$ cat src/rtl/delay_cal_pkg.sv
// Shared types and default sizing for the matched-delay calibration controller.
package delay_cal_pkg;

    localparam int TAP_W_DEF         = 4;
    localparam int CNT_W_DEF         = 12;
    localparam int WIN_CYCLES_DEF    = 256;
    localparam int SETTLE_CYCLES_DEF = 4;

    typedef enum logic [2:0] {
        ST_IDLE    = 3'd0,
        ST_SETTLE  = 3'd1,
        ST_MEASURE = 3'd2,
        ST_COMPARE = 3'd3,
        ST_DONE    = 3'd4
    } cal_state_t;

    // Down-counter width able to hold max(win, settle) - 1.
    function automatic int timer_width(input int win, input int settle);
        int longest;
        longest = (win > settle) ? win : settle;
        return (longest <= 2) ? 1 : $clog2(longest);
    endfunction

endpackage

$ cat src/rtl/delay_cal_ctrl_osc_edge_counter.sv
// Synchronises the free-running ring-oscillator output and counts its rising
// edges into a saturating counter while enabled.
module osc_edge_counter
    import delay_cal_pkg::*;
#(
    parameter int CNT_W = CNT_W_DEF
) (
    input  logic             i_clk,
    input  logic             i_rst,
    input  logic             i_osc,
    input  logic             i_clear,
    input  logic             i_enable,
    output logic [CNT_W-1:0] o_count
);

    logic sync_1;
    logic sync_2;
    logic sync_prev;
    logic edge_seen;
    logic [CNT_W-1:0] count_q;

    always_ff @(posedge i_clk) begin
        if (i_rst) begin
            sync_1    <= 1'b0;
            sync_2    <= 1'b0;
            sync_prev <= 1'b0;
        end else begin
            sync_1    <= i_osc;
            sync_2    <= sync_1;
            sync_prev <= sync_2;
        end
    end

    assign edge_seen = sync_2 & ~sync_prev;

    // Saturate rather than wrap so a too-fast oscillator can never alias to a pass.
    always_ff @(posedge i_clk) begin
        if (i_rst) begin
            count_q <= '0;
        end else if (i_clear) begin
            count_q <= '0;
        end else if (i_enable && edge_seen && (count_q != {CNT_W{1'b1}})) begin
            count_q <= count_q + CNT_W'(1);
        end
    end

    assign o_count = count_q;

endmodule

$ cat src/rtl/delay_cal_ctrl.sv
// Matched-delay calibration: steps the delay-line tap up until the ring-oscillator
// edge count per window meets the target. DELAY_CAL_MARGIN_EN adds one guard tap on lock.
//
// state      | meaning
// -----------+-------------------------------------------------------------
// ST_IDLE    | waiting for i_start; results from last run held
// ST_SETTLE  | oscillator enabled, counter cleared, waiting SETTLE_CYCLES
// ST_MEASURE | counting oscillator edges for WIN_CYCLES
// ST_COMPARE | compare count to target; lock, fail or advance the tap
// ST_DONE    | one-cycle o_done pulse, then back to idle
module delay_cal_ctrl
    import delay_cal_pkg::*;
#(
    parameter int TAP_W         = TAP_W_DEF,
    parameter int CNT_W         = CNT_W_DEF,
    parameter int WIN_CYCLES    = WIN_CYCLES_DEF,
    parameter int SETTLE_CYCLES = SETTLE_CYCLES_DEF
) (
    input  logic             i_clk,
    input  logic             i_rst,
    input  logic             i_start,
    input  logic [CNT_W-1:0] i_target,
    input  logic             i_osc,
    output logic             o_osc_en,
    output logic [TAP_W-1:0] o_tap_sel,
    output logic             o_busy,
    output logic             o_done,
    output logic             o_locked,
    output logic             o_fail,
    output logic [CNT_W-1:0] o_count
);

    localparam int TMR_W = timer_width(WIN_CYCLES, SETTLE_CYCLES);
    localparam logic [TMR_W-1:0] SETTLE_LOAD = TMR_W'(SETTLE_CYCLES - 1);
    localparam logic [TMR_W-1:0] WIN_LOAD    = TMR_W'(WIN_CYCLES - 1);
    localparam logic [TAP_W-1:0] TAP_MAX     = {TAP_W{1'b1}};

    cal_state_t       state_q,  state_nxt;
    logic [TMR_W-1:0] timer_q,  timer_nxt;
    logic [TAP_W-1:0] tap_q,    tap_nxt;
    logic [CNT_W-1:0] target_q, target_nxt;
    logic [CNT_W-1:0] count_q,  count_nxt;
    logic             locked_q, locked_nxt;
    logic             fail_q,   fail_nxt;
    logic             osc_en_q, busy_q, done_q;
    logic [CNT_W-1:0] edge_count;
    logic             cnt_clear;
    logic             cnt_enable;

    assign cnt_enable = (state_q == ST_MEASURE);
    assign cnt_clear  = (state_q != ST_MEASURE);

    osc_edge_counter #(
        .CNT_W (CNT_W)
    ) u_edge_counter (
        .i_clk    (i_clk),
        .i_rst    (i_rst),
        .i_osc    (i_osc),
        .i_clear  (cnt_clear),
        .i_enable (cnt_enable),
        .o_count  (edge_count)
    );

    always_ff @(posedge i_clk) begin
        if (i_rst) begin
            state_q  <= ST_IDLE;
            timer_q  <= '0;
            tap_q    <= '0;
            target_q <= '0;
            count_q  <= '0;
            locked_q <= 1'b0;
            fail_q   <= 1'b0;
            osc_en_q <= 1'b0;
            busy_q   <= 1'b0;
            done_q   <= 1'b0;
        end else begin
            state_q  <= state_nxt;
            timer_q  <= timer_nxt;
            tap_q    <= tap_nxt;
            target_q <= target_nxt;
            count_q  <= count_nxt;
            locked_q <= locked_nxt;
            fail_q   <= fail_nxt;
            // Status outputs are registered from the next state so the analog
            // enable never sees decode glitches.
            osc_en_q <= (state_nxt == ST_SETTLE) || (state_nxt == ST_MEASURE);
            busy_q   <= (state_nxt == ST_SETTLE) || (state_nxt == ST_MEASURE) ||
                        (state_nxt == ST_COMPARE);
            done_q   <= (state_nxt == ST_DONE);
        end
    end

    always_comb begin
        state_nxt  = state_q;
        timer_nxt  = timer_q;
        tap_nxt    = tap_q;
        target_nxt = target_q;
        count_nxt  = count_q;
        locked_nxt = locked_q;
        fail_nxt   = fail_q;

        case (state_q)
            ST_IDLE: begin
                if (i_start) begin
                    target_nxt = i_target;
                    tap_nxt    = '0;
                    locked_nxt = 1'b0;
                    fail_nxt   = 1'b0;
                    timer_nxt  = SETTLE_LOAD;
                    state_nxt  = ST_SETTLE;
                end
            end
            ST_SETTLE: begin
                if (timer_q == '0) begin
                    timer_nxt = WIN_LOAD;
                    state_nxt = ST_MEASURE;
                end else begin
                    timer_nxt = timer_q - TMR_W'(1);
                end
            end
            ST_MEASURE: begin
                if (timer_q == '0) begin
                    state_nxt = ST_COMPARE;
                end else begin
                    timer_nxt = timer_q - TMR_W'(1);
                end
            end
            ST_COMPARE: begin
                count_nxt = edge_count;
                if (edge_count <= target_q) begin
                    locked_nxt = 1'b1;
                    state_nxt  = ST_DONE;
`ifdef DELAY_CAL_MARGIN_EN
                    if (tap_q != TAP_MAX) begin
                        tap_nxt = tap_q + TAP_W'(1);
                    end
`endif
                end else if (tap_q == TAP_MAX) begin
                    fail_nxt  = 1'b1;
                    state_nxt = ST_DONE;
                end else begin
                    tap_nxt   = tap_q + TAP_W'(1);
                    timer_nxt = SETTLE_LOAD;
                    state_nxt = ST_SETTLE;
                end
            end
            ST_DONE: begin
                state_nxt = ST_IDLE;
            end
            default: begin
                state_nxt = ST_IDLE;
            end
        endcase
    end

    assign o_osc_en  = osc_en_q;
    assign o_tap_sel = tap_q;
    assign o_busy    = busy_q;
    assign o_done    = done_q;
    assign o_locked  = locked_q;
    assign o_fail    = fail_q;
    assign o_count   = count_q;

endmodule

$ cat config.mk
export PLATFORM = sky130hd
export DESIGN_NAME = delay_cal_ctrl
export DESIGN_NICKNAME = d
export VERILOG_FILES = /design/src/rtl/delay_cal_pkg.sv /design/src/rtl/delay_cal_ctrl_osc_edge_counter.sv /design/src/rtl/delay_cal_ctrl.sv
export SDC_FILE = /design/constraint.sdc
export NUM_CORES = 1
export LEC_CHECK = 0
export BUFFER_PORTS_ARGS = -buffer_cell sky130_fd_sc_hd__buf_2
export CAP_MARGIN = 0
export CORE_MARGIN = 10
export CORE_UTILIZATION = 35
export DETAILED_ROUTE_END_ITERATION = 16
export GPL_ROUTABILITY_DRIVEN = 0
export GPL_TIMING_DRIVEN = 1
export SYNTH_ARGS = -nofsm -noshare
export SYNTH_HDL_FRONTEND = slang
export SYNTH_SLANG_ARGS = --single-unit
$ cat constraint.sdc
create_clock -name i_clk -period 2.2 [get_ports i_clk]
set_input_delay 0.44 -clock i_clk [delete_from_list [all_inputs] [get_ports i_clk]]
set_output_delay 0.44 -clock i_clk [all_outputs]
set_load 0.02 [all_outputs]
### Yosys cells after proc, flatten, opt, wreduce, memory -nomap -nowiden

Index checks and enable logic that the tools add are counted.

* $add $sub $neg: 3
* $lt $le $gt $ge: 1
* eq/ne operators: 16
* mux-type cells: 22
* bitwise gates (word level): 2
* reductions and logical operators: 14

Operator list (number)
* $mux 8: 5
* $pmux 8 s4: 1
* $mux 3: 5
* $add 12x1->12 const B: 1
* $eq 3x2->1 const B: 4
* $le 12x12->1: 1
* $mux 4: 3
* $ne 12x12->1 const B: 1
* $ne 2x2->1 const B: 6
* $pmux 3 s4: 1
* $logic_not 8->1: 1
* $pmux 4 s2: 1
* $reduce_and 4->1: 2
* $sub 8x1->8 const B: 1
* $eq 3x1->1 const B: 2
* $reduce_and 5->1: 1
* $add 4x1->4 const B: 1
* $eq 4x4->1 const B: 1
* $mux 1: 4
* $pmux 1 s2: 2
* $reduce_bool 4->1: 1
* $eq 3x3->1 const B: 1
* $logic_not 3->1: 1
* $ne 3x2->1 const B: 1
* other kinds (8): 10

* register bits: 59
* input bits: 16
* logic and storage cells: 72

### Logic depth before layout (Yosys ltp)

Gate-level depths: netlist of the first run.

* word-level depth: 7
* gate-level depth with buffers: 8
* gate-level depth less buffers: 8

### Modules after synthesis

From an unflattened synthesis of the first run, not the netlist that was laid out.

* cell total of the unflattened synthesis: 360
* area, all modules: 2967.8 µm²

By module, submodules not included
* delay_cal_ctrl: instances 1, cells an instance 283, area each 2249.7 µm²
* osc_edge_counter: instances 1, cells an instance 77, area each 718.2 µm²

### Worst setup path before layout of the first run

Ideal clock, no wire load.

* kind: reg-to-reg
* from: reg target_q[11]
* to: reg timer_q[3]
* arrival time: 1.876 ns
* data required time: 2.105 ns
* slack: 0.228 ns
* cell stages (with the launch flop): 9
* cell sequence: dfxtp_1 -> inv_1 -> ha_1 -> a21oi_1 -> o21ai_0 -> or3_1 -> a31oi_1 -> nor2_1 -> a221oi_1

* cells in the longest elaborated chain, start to end: 3

RTL lines
* from (decl): RTL line delay_cal_ctrl.sv:41 `logic [CNT_W-1:0] target_q, target_nxt;`
* from (signal assigned): RTL line delay_cal_ctrl.sv:80 `target_q <= target_nxt;`
* $le 12x12->1: RTL line delay_cal_ctrl.sv:130 `if (edge_count <= target_q) begin`
* $ne 2x2->1 (no line)
* $reduce_and 5->1 (no line)
* to (signal assigned): RTL line delay_cal_ctrl.sv:78 `timer_q <= timer_nxt;`
* to (decl): RTL line delay_cal_ctrl.sv:39 `logic [TMR_W-1:0] timer_q, timer_nxt;`

Every way passes these cells.
A chain may end at the register's enable or synchronous reset.

### Worst setup path in the final report of the first run

* from: reg target_q[9]
* to: reg timer_q[3]

The elaborated chain is that of the path after synthesis.

==> summary.md, run 1 <==
| Metric | Value |
|---|---|
| Clock latency on the worst-skew pair | 0.35 ns |
| Routed wirelength normalized by instance count | 13.3 um |
| Synth-to-layout area growth | 22.6% |
| Yosys warning count | 0 |
| Die extent in y | 109 um |
| Leading cell types by total area after synthesis | sky130_fd_sc_hd__dfxtp_1, sky130_fd_sc_hd__nand2_1, sky130_fd_sc_hd__a21oi_1 |
| Filler cell count in the final layout | 814 |
| List of most frequent post-synthesis cells | sky130_fd_sc_hd__nand2_1, sky130_fd_sc_hd__dfxtp_1, sky130_fd_sc_hd__a21oi_1 |
| CP max FO | 4 |
| Buffer type at the clock tree root | sky130_fd_sc_hd__clkbuf_8 |
| Clock sink total | 59 |
| Net count, final | 413 |
| Layout cells sized above 1 | 23.3% |
| Cell area after synthesis | 0.00276 mm^2 |
| H-tree depth reported by CTS | 3 |
| I/O Pins | 37 |
| Via count of the first global-routing pass | 2340 |
| Unrepaired setup endpoints after global routing | yes |
| Global-route wire length before repair | 10800 um |
| Antenna cell count | 0 |
| Synthesized instance count | 333 |
| Starting density of the core | 36.0% |
| Pin count of the biggest net entering global routing | 32 |
| Start-to-end type of the worst setup path | register to register |
| Max capacitance violation total | 0 |
| Die area | 0.0119 mm^2 |
| Static Leak | 1.34 nW |
| Min Tclk post-route | 2.11 ns |
| Class of the tightest hold or removal check | input pin to register |
| Overall global routing resource usage | 11.3% |
| Maximum clock rate | 473 MHz |
| Startpoint type of the worst setup path | register |
| Final setup viols | 0 |
| Fraction of post-synthesis cell area in the top cell type by area | 42.7% |
| Post-route ant nets | 0 |
| Detailed router's first-iteration violation count | 60 |
| Final cycle utilization of the critical path | 96.1% |
| EDFF count, synth | 0 |
| Fin. max-slew vios | 0 |
| Final hold vios | 0 |
| Grt total ovfl | 0 |
| Worst Setup Slack post-DPL | 0.0870 ns |
| Final HPWL from detailed placement | 4730 um |
| Average cell area after synthesis | 8.30 um^2 |
| Measured slew at the worst slew-check pin | 0.418 ns |
| Count of port buffers added during placement | 36 |
| Vias after detailed routing | 2432 |
| Library cell with the largest summed area after synthesis | sky130_fd_sc_hd__dfxtp_1 |
| Number of distinct library cells after synthesis | 50 |
| Critical path arrival | 2.35 ns |
| Clk slew on worst S/H paths | 0.07 ns |
| Status | finished, final reports clean |
| Max IR drop VDD | 428 uV |
| Total CTS buffers | 9 |
| Vias per inst | 4.97 |
| Critical Path RT | 2.44 ns |
| Final routed DRC violation total | 0 |
| Total iterations of the first detailed-routing run | 4 |
| Least setup slack across all paths after layout | 0.0856 ns |
| Worst hold slack after final layout | 0.312 ns |
| Cell area power density | 846 mW/mm^2 |
| Hold Buf Count CTS | 0 |
| Max Clock Skew | 0.0151 ns |
| CTS tree | built |
| Total Wirelength | 6520 um |
| Die W | 109 um |
| Initial antenna violation count | 0 |
| Capturing element type of the critical path | register |
| Fraction of the yosys area taken by sequential cells | 42.7% |
| Number of flip-flops and latches in the synthesized netlist | 59 |
| Number of standard-cell rows in the floorplan | 32 |
| Share of synthesized flip-flops with an asynchronous set or reset | 0% |
| Nets in the synthesized netlist | 364 |
| Ys flop type | sky130_fd_sc_hd__dfxtp_1 |
| Most frequently used cell type in the post-synthesis netlist | sky130_fd_sc_hd__nand2_1 |
| Max Buffers Root-to-Sink | 2 |
| Placeable Area | 0.00769 mm^2 |
| Headroom to the max-slew limit | 72.1% |
per-stage QoR:
stage | cells | area, um^2 | util (%) | power, mW | setup TNS (ns)
after floorplan | 333 | 2760 | - | 1.67 | 0
after detailed placement | 471 | 3130 | 40.7 | 1.84 | 0
after CTS | 487 | 3330 | 43.3 | 2.85 | 0
after global placement | 471 | 3130 | 40.7 | 1.83 | 0
final | 489 | 3390 | 44.1 | 2.87 | 0
after global routing | 489 | 3390 | 44.1 | 3.02 | -0.189
logic make-up (layout without fill, tap and decap cells):
logic type / Yosys count / in the layout / share of synthesized area [%]
and+or+nand+nor: 138 / 138 / 25.8
adders and majority gates: 15 / 15 / 6.79
xor gates and xnor gates: 8 / 8 / 2.54
DFF: 59 / 59 / 42.7
AOI/OAI and AO/OA: 77 / 77 / 16.4
buffers and inverters: 33 / 87 / 4.53
muxes: 3 / 3 / 1.13
repair_timing:
action / 4_1_cts / 5_1_grt
setup endpoints to repair: 0 / 12
gates resized for setup: 0 / 10
buffers inserted: 0 / 2
cells in the final DEF (no fill, tap or decap), types with 7 or more instances in the layout:
cell / n
sky130_fd_sc_hd__o21ai_0: 9
sky130_fd_sc_hd__nand2_1: 60
sky130_fd_sc_hd__or3_1: 7
sky130_fd_sc_hd__inv_1: 19
sky130_fd_sc_hd__buf_2: 36
sky130_fd_sc_hd__dfxtp_1: 56
sky130_fd_sc_hd__nand3_1: 7
sky130_fd_sc_hd__a21oi_1: 39
sky130_fd_sc_hd__nand4_1: 8
sky130_fd_sc_hd__buf_4: 16
sky130_fd_sc_hd__nor2_1: 23
sky130_fd_sc_hd__ha_1: 14
sky130_fd_sc_hd__clkbuf_8: 9
layer usage:
layer / global-route usage [%] / vias to the layer above / share of wire [%]
met5: 0 / - / 0
met3: 3.54 / 10 / 6.1
li1: - / 1261 / -
met2: 15.7 / 70 / 41
met1: 15.1 / 1091 / 51
met4: 6.40 / 0 / 2.2
path summary, 6_finish.rpt:
check / startpoint / end / slack [ns] / depth (start not counted)
worst max-delay path: target_q[9] / timer_q[3] / 0.09 / 8
worst min-delay path: i_osc / u_edge_counter.sync_1 / 0.31 / 2
worst max register to register: target_q[9] / timer_q[3] / 0.09 / 8
worst min register to register: o_count[3] / o_count[3] / 0.45 / 2
registers in the layout, summed over array words and instances, names as in the netlist:
signal and flops:
u_edge_counter.o_count 12, state_q 3, u_edge_counter.sync_1 1, o_fail 1, timer_q 8, u_edge_counter.sync_2 1, o_locked 1, u_edge_counter.sync_prev 1
o_tap_sel 4, o_busy 1, o_done 1, o_osc_en 1, target_q 12, o_count 12
critical path, cell delays in order (launching register included):
cell and delay, ns:
sky130_fd_sc_hd__dfxtp_1 0.33, sky130_fd_sc_hd__inv_1 0.05, sky130_fd_sc_hd__ha_1 0.32, sky130_fd_sc_hd__a21oi_2 0.20, sky130_fd_sc_hd__o21ai_0 0.12, sky130_fd_sc_hd__or3_4 0.41
sky130_fd_sc_hd__a31oi_2 0.22, sky130_fd_sc_hd__nor2_1 0.10, sky130_fd_sc_hd__a221oi_1 0.27
layout make-up:
| cell class | instances | area, um^2 | share of cell area (%) |
|---|---|---|---|
| Sequential cell | 59 | 1180 | 35.0 |
| Timing Repair Buffer | 52 | 300 | 8.86 |
| Clock inverter | 7 | 77.6 | 2.29 |
| Multi-Input combinational cell | 241 | 1500 | 44.4 |
| Inverter | 19 | 71.3 | 2.10 |
| Clock buffer | 9 | 124 | 3.66 |
| Tap cell | 102 | 128 | 3.77 |
where the power goes:
group	total (mW)	leakage (nW)	internal (mW)	switching [mW]
clock	1.01	0.0998	0.530	0.478
combinational	0.650	0.764	0.278	0.372
sequential	1.21	0.481	1.15	0.0644
total	2.87	1.34	1.95	0.915
(Power assumes the default switching activity.)
==> run 2: changes to the inputs <==
--- a/config.mk
+++ b/config.mk
@@ -14,4 +14,5 @@
 export GPL_TIMING_DRIVEN = 1
 export SYNTH_ARGS = -nofsm -noshare
 export SYNTH_HDL_FRONTEND = slang
+export SYNTH_HIERARCHICAL = 1
 export SYNTH_SLANG_ARGS = --single-unit
==> run 2 against run 1 <==
Compared with the run above: hold slack better by 0.0066 ns; sequential share of layout area is 4.6 points lower; largest cell class unchanged; routed wire length is 21% higher; sequential power is 7% higher; global-route usage is 0.95 points higher; core utilization is 3.6 points higher; first-iteration DRC count is 38% higher; the run now ends with setup timing left; power is 61% higher; clock-buffer cell count is 2 higher; final cell count is 12% higher; fmax is 5.8% lower.
==> summary.md, run 2 <==
| Metric | Value |
|---|---|
| Status | complete, but fails checks |
| Violations in the final reports | setup timing |
| Final setup viols | 7 (+7) |
| Most frequently used cell type in the post-synthesis netlist | sky130_fd_sc_hd__nand2_1 |
| Cell area after synthesis | 0.00297 mm^2 (+7.4%) |
| I/O Pins | 37 (unchanged) |
| H-tree depth reported by CTS | 3 (unchanged) |
| Clock latency on the worst-skew pair | 0.33 ns (-0.02 ns) |
| CP max FO | 7 (+3) |
| Cell area power density | 1180 mW/mm^2 (+40%) |
| Final routed DRC violation total | 0 (unchanged) |
| Fraction of the yosys area taken by sequential cells | 39.8% (-2.9 points) |
| Fin. max-slew vios | 0 (unchanged) |
| Maximum clock rate | 445 MHz (-5.8%) |
| Unrepaired setup endpoints after global routing | yes |
| Die W | 112 um (+3.0%) |
| Measured slew at the worst slew-check pin | 0.659 ns (+0.241 ns) |
| Synthesized instance count | 360 (+8.1%) |
| Pin count of the biggest net entering global routing | 25 (-22%) |
| Total CTS buffers | 9 (unchanged) |
| Overall global routing resource usage | 12.3% (+0.95 points) |
| Die extent in y | 112 um (+3.0%) |
| Leading cell types by total area after synthesis | sky130_fd_sc_hd__dfxtp_1, sky130_fd_sc_hd__nand2_1, sky130_fd_sc_hd__a21oi_1 |
| Capturing element type of the critical path | register |
| Max Buffers Root-to-Sink | 2 (unchanged) |
| Average cell area after synthesis | 8.24 um^2 (-0.67%) |
| Worst Setup Slack post-DPL | -0.0729 ns (-0.160 ns) |
| Most common cell after layout, fill and taps aside | sky130_fd_sc_hd__nand2_1 |
| Synth-to-layout area growth | 32.1% |
| Total iterations of the first detailed-routing run | 4 (unchanged) |
| Post-route ant nets | 0 (unchanged) |
| Nets in the synthesized netlist | 391 (+7.4%) |
| Starting density of the core | 36.1% (+0.17 points) |
| Global-route wire length before repair | 13000 um (+20%) |
| Filler cell count in the final layout | 836 (+2.7%) |
| Max capacitance violation total | 0 (unchanged) |
| Startpoint type of the worst setup path | register |
| Number of distinct library cells after synthesis | 64 (+28%) |
| EDFF count, synth | 0 (unchanged) |
| List of most frequent post-synthesis cells | sky130_fd_sc_hd__nand2_1, sky130_fd_sc_hd__dfxtp_1, sky130_fd_sc_hd__a21oi_1 |
| Clk slew on worst S/H paths | 0.06 ns (about the same) |
| Die area | 0.0126 mm^2 (+6.0%) |
| Static Leak | 1.61 nW (+20%) |
| Count of port buffers added during placement | 36 (unchanged) |
| Initial antenna violation count | 0 (unchanged) |
| Yosys warning count | 6 (+6) |
| Net count, final | 467 (+13%) |
| Critical Path RT | 2.42 ns (-0.02 ns) |
| Worst hold slack after final layout | 0.319 ns (+0.00656 ns) |
| Least setup slack across all paths after layout | -0.0448 ns (-0.130 ns) |
| Min Tclk post-route | 2.24 ns (+0.130 ns) |
| Placeable Area | 0.00822 mm^2 (+6.9%) |
| Headroom to the max-slew limit | 56.0% (-16 points) |
| Total Wirelength | 7890 um (+21%) |
| Max Clock Skew | 0.00973 ns (-0.00534 ns) |
| Max IR drop VDD | 804 uV (+88%) |
| Clock sink total | 59 (unchanged) |
| Grt total ovfl | 0 (unchanged) |
| Vias per inst | 5.15 (+3.5%) |
| Share of synthesized flip-flops with an asynchronous set or reset | 0% (unchanged) |
| Via count of the first global-routing pass | 2748 (+17%) |
| Final cycle utilization of the critical path | 102% (+5.9 points) |
| Number of standard-cell rows in the floorplan | 33 (+3.1%) |
| Critical path arrival | 2.46 ns (+0.11 ns) |
| Library cell with the largest summed area after synthesis | sky130_fd_sc_hd__dfxtp_1 |
| Total Neg Setup Slack | -0.190 ns (-0.190 ns) |
| Vias after detailed routing | 2810 (+16%) |
| Number of flip-flops and latches in the synthesized netlist | 59 (unchanged) |
| Class of the tightest hold or removal check | input pin to register |
| Layout cells sized above 1 | 30.4% (+7.1 points) |
| Fraction of post-synthesis cell area in the top cell type by area | 39.8% (-2.9 points) |
| Routed wirelength normalized by instance count | 14.5 um (+8.4%) |
| Ys flop type | sky130_fd_sc_hd__dfxtp_1 |
| CTS tree | built |
| Start-to-end type of the worst setup path | register to register |
| Most used cells in the layout excluding fill and tap cells | sky130_fd_sc_hd__nand2_1, sky130_fd_sc_hd__dfxtp_1, sky130_fd_sc_hd__buf_4 |
| Power, Total | 4.63 mW (+61%) |
| Detailed router's first-iteration violation count | 83 (+38%) |
| Antenna cell count | 0 (unchanged) |
| Number of cells in the design after placement | 521 (+11%) |
| Non-filler instance count after layout | 546 (+12%) |
| Final HPWL from detailed placement | 5880 um (+24%) |
| Buffer type at the clock tree root | sky130_fd_sc_hd__clkbuf_8 |
| Final hold vios | 0 (unchanged) |
run 2: changes by cell type after synthesis, sizes merged, moves of 3 or more:
cell    before  now
and3         0    5
nand3        8   12
nor2        24   20
nor3         6   10
o31ai        2    6
a211oi       3    6
a21oi       41   38
mux2i        2    5
o32ai        0    3
or3          9    6
or4          0    3
xor2         5    2
run 2: worst paths after layout:
check / from / endpoint / slack (ns) / cells past startpoint
max reg2reg: timer_q[0] / timer_q[5] / -0.04 / 9
max: timer_q[0] / timer_q[5] / -0.04 / 9
min reg2reg: u_edge_counter/sync_1 / u_edge_counter/sync_2 / 0.44 / 1
min: i_osc / u_edge_counter/sync_1 / 0.32 / 2
run 2: metrics by stage:
step	util, %	instance area [um^2]
final	47.7	3920
after global routing	47.7	3920
after CTS	46.0	3780
after detailed placement	42.9	3530
after global placement	42.9	3530
after floorplan	-	3000
run 2: timing repair:
item,4_1_cts,5_1_grt
buffers inserted,3,6
setup endpoints to repair,9,15
cloned,0,0
pin swaps,9,14
hold buffers,0,0
resized for setup,6,18
run 2: logic make-up after synthesis:
kind of cell / count (synthesis) / share of synthesized area (%)
and+or+nand+nor: 151 / 26.2
AOI/OAI and AO/OA: 88 / 19.3
DFF: 59 / 39.8
buffers and inverters: 38 / 5.31
adders and majority gates: 15 / 6.32
muxes: 5 / 1.69
xor gates and xnor gates: 4 / 1.43
run 2: area by class of cell:
cell class | instances | area [um^2] | area share [%]
clock buffers | 11 | 131 | 3.35
clock inverters | 5 | 77.6 | 1.98
inverters | 23 | 86.3 | 2.20
multi-input cells | 263 | 1770 | 45.2
flip-flops and latches | 59 | 1190 | 30.4
well taps | 105 | 131 | 3.35
repair buffers | 80 | 531 | 13.5
run 2: worst max-delay path, cell delays in order (launching register included):
cell                       delay [ns]
sky130_fd_sc_hd__dfxtp_2         0.32
sky130_fd_sc_hd__inv_2           0.06
sky130_fd_sc_hd__ha_4            0.12
sky130_fd_sc_hd__or4b_4          0.47
sky130_fd_sc_hd__nor2b_4         0.14
sky130_fd_sc_hd__or2b_1          0.12
sky130_fd_sc_hd__nor3b_4         0.19
sky130_fd_sc_hd__a21boi_4        0.29
sky130_fd_sc_hd__xnor2_4         0.14
sky130_fd_sc_hd__o221a_1         0.28
run 2: routing by layer:
layer  up-vias  wire length (um)  track usage (%)  part of all wire [%]
li1       1438                 -                -                     -
met1      1315              3440             13.9                    44
met2        48              3990             21.4                    51
met3         9               323             3.99                   4.1
met4         0               137             3.64                   1.7
met5         -                 0                0                     0
run 2: report_power, final:
group	switching (mW)	internal, mW
sequential	0.0919	1.21
combinational	1.19	1.09
clock	0.419	0.634
==> run 3: changes to the inputs <==
--- a/config.mk
+++ b/config.mk
@@ -12,6 +12,7 @@
 export DETAILED_ROUTE_END_ITERATION = 16
 export GPL_ROUTABILITY_DRIVEN = 0
 export GPL_TIMING_DRIVEN = 1
+export RECOVER_POWER = 100
 export SYNTH_ARGS = -nofsm -noshare
 export SYNTH_HDL_FRONTEND = slang
 export SYNTH_HIERARCHICAL = 1
==> run 3 against run 2 <==
Compared with the run above: the flow still finishes with violations (setup timing); largest power group unchanged; die area unchanged; first-iteration DRC count fell by 19%; core utilization down 0.67 points.
==> summary.md, run 3 (synthesis gave the netlist of run 2 again) <==
| Metric | Value |
|---|---|
| Max Clock Skew | 0.00929 ns (-0.000435 ns) |
| Final cycle utilization of the critical path | 102% (+0.32 points) |
| Crit-path cells | inv_1 > ha_1 > nor2b_1 > o211ai_1 > a211oi_2 > buf_4 > o31ai_4 > clkbuf_1 > o211ai_1 > o2111ai_4 > o31ai_2 |
| Least setup slack across all paths after layout | -0.0519 ns (-0.00710 ns) |
| Delay of the slowest critical-path stage | 0.32 ns (-0.15 ns) |
| Initial antenna violation count | 0 (unchanged) |
| Total iterations of the first detailed-routing run | 6 (+2) |
| Standard cell with the maximum stage delay on the critical path | sky130_fd_sc_hd__dfxtp_2 |
| Die area | 0.0126 mm^2 (unchanged) |
| H-tree depth reported by CTS | 3 (unchanged) |
| Synth-to-layout area growth | 30.2% |
| Non-filler instance count after layout | 546 (unchanged) |
| Die W | 112 um (unchanged) |
| Capturing element type of the critical path | register |
| Net count, final | 467 (unchanged) |
| Pin count of the biggest net entering global routing | 25 (unchanged) |
| Total Wirelength | 7960 um (+0.85%) |
| Most used cell along the critical path | sky130_fd_sc_hd__o211ai_1 |
| Clock latency on the worst-skew pair | 0.33 ns (about the same) |
| Measured slew at the worst slew-check pin | 0.903 ns (+0.244 ns) |
| Startpoint type of the worst setup path | register |
| Critical Path RT | 2.41 ns (about the same) |
| Final hold vios | 0 (unchanged) |
| Vias after detailed routing | 2824 (+0.50%) |
| Vias per inst | 5.17 (+0.50%) |
| Unrepaired setup endpoints after global routing | yes |
| Start-to-end type of the worst setup path | register to register |
| Most common cell after layout, fill and taps aside | sky130_fd_sc_hd__nand2_1 |
| Die extent in y | 112 um (unchanged) |
| Via count of the first global-routing pass | 2748 (unchanged) |
| Placeable Area | 0.00822 mm^2 (unchanged) |
| Count of port buffers added during placement | 36 (unchanged) |
| Headroom to the max-slew limit | 39.8% (-16 points) |
| Status | complete, but fails checks |
| Number of standard-cell rows in the floorplan | 33 (unchanged) |
| Critical path arrival | 2.46 ns (about the same) |
| Most used cells in the layout excluding fill and tap cells | sky130_fd_sc_hd__nand2_1, sky130_fd_sc_hd__dfxtp_1, sky130_fd_sc_hd__buf_4 |
| Final core utilization | 47.0% (-0.67 points) |
| Number of cells in the design after placement | 521 (unchanged) |
| Detailed router's first-iteration violation count | 67 (-19%) |
| Worst Setup Slack post-DPL | -0.0729 ns (unchanged) |
| Min Tclk post-route | 2.25 ns (+0.00710 ns) |
| Antenna cell count | 0 (unchanged) |
| Hold Buf Count CTS | 0 (unchanged) |
| Max capacitance violation total | 0 (unchanged) |
| Starting density of the core | 36.1% (unchanged) |
| Static Leak | 1.50 nW (-6.8%) |
| I/O Pins | 37 (unchanged) |
| Cell area power density | 1190 mW/mm^2 (+0.77%) |
| Routed wirelength normalized by instance count | 14.6 um (+0.85%) |
| Layout cells sized above 1 | 24.3% (-6.1 points) |
| CP max FO | 4 (-3) |
| Violations in the final reports | setup timing |
| CTS tree | built |
| Total Neg Setup Slack | -0.225 ns (-0.0353 ns) |
| Global-route wire length before repair | 13000 um (unchanged) |
| Final routed DRC violation total | 0 (unchanged) |
| Class of the tightest hold or removal check | input pin to register |
| Final setup viols | 9 (+2) |
| Largest delay share family, worst path | compound AO/OA/AOI/OAI gates |
| Grt total ovfl | 0 (unchanged) |
| Clock sink total | 59 (unchanged) |
| Fin. max-slew vios | 0 (unchanged) |
| Buffer type at the clock tree root | sky130_fd_sc_hd__clkbuf_8 |
| Count of buffer and inverter cells on the critical path | 3 (+2) |
| Clk slew on worst S/H paths | 0.06 ns (about the same) |
| Overall global routing resource usage | 12.3% (unchanged) |
| Total CTS buffers | 9 (unchanged) |
| Worst hold slack after final layout | 0.318 ns (-0.00102 ns) |
| Max IR drop VDD | 803 uV (-0.15%) |
| Max Buffers Root-to-Sink | 2 (unchanged) |
| Maximum clock rate | 444 MHz (-0.32%) |
| Final HPWL from detailed placement | 5880 um (unchanged) |
| Post-route ant nets | 0 (unchanged) |
[run 3: repair_timing]
item                       in CTS  in global routing
pin swaps                       9                 14
resized for setup               6                 18
setup buffers                   3                  6
setup endpoints to repair       9                 15
[run 3: worst paths after layout]
| path | startpoint | to | slack, ns | cells after the start |
|---|---|---|---|---|
| min | i_osc | u_edge_counter/sync_1 | 0.32 | 2 |
| max reg2reg | target_q[1] | timer_q[6] | -0.05 | 11 |
| max | target_q[1] | timer_q[6] | -0.05 | 11 |
| min reg2reg | u_edge_counter/sync_1 | u_edge_counter/sync_2 | 0.44 | 1 |
[run 3: report_power, final]
group	total, mW	internal, mW	switching [mW]	leakage (nW)
Combinational	2.25	1.06	1.19	0.913
Sequential	1.30	1.21	0.0921	0.482
Clock	1.05	0.634	0.419	0.103
[run 3: metal layers]
layer | vias to the layer above | share of wire, % | GRT usage (%)
li1 | 1436 | - | -
met2 | 47 | 50 | 21.4
met5 | - | 0 | 0
met3 | 9 | 4.1 | 3.99
met1 | 1332 | 44 | 13.9
met4 | 0 | 1.7 | 3.64
[run 3: cell type report]
cell class | count | area [um^2]
Fill cell | 854 | 4350
Inverter | 23 | 86.3
Clock buffer | 11 | 131
Tap cell | 105 | 131
Sequential cell | 59 | 1190
Timing Repair Buffer | 80 | 484
Clock inverter | 5 | 77.6
Multi-Input combinational cell | 263 | 1760
[run 3: stage by stage]
step                      power, mW  cell area [um^2]
after floorplan                2.58              3000
after global placement         3.20              3530
after detailed placement       3.25              3530
after CTS                      4.42              3780
after global routing           4.90              3860
final                          4.60              3860
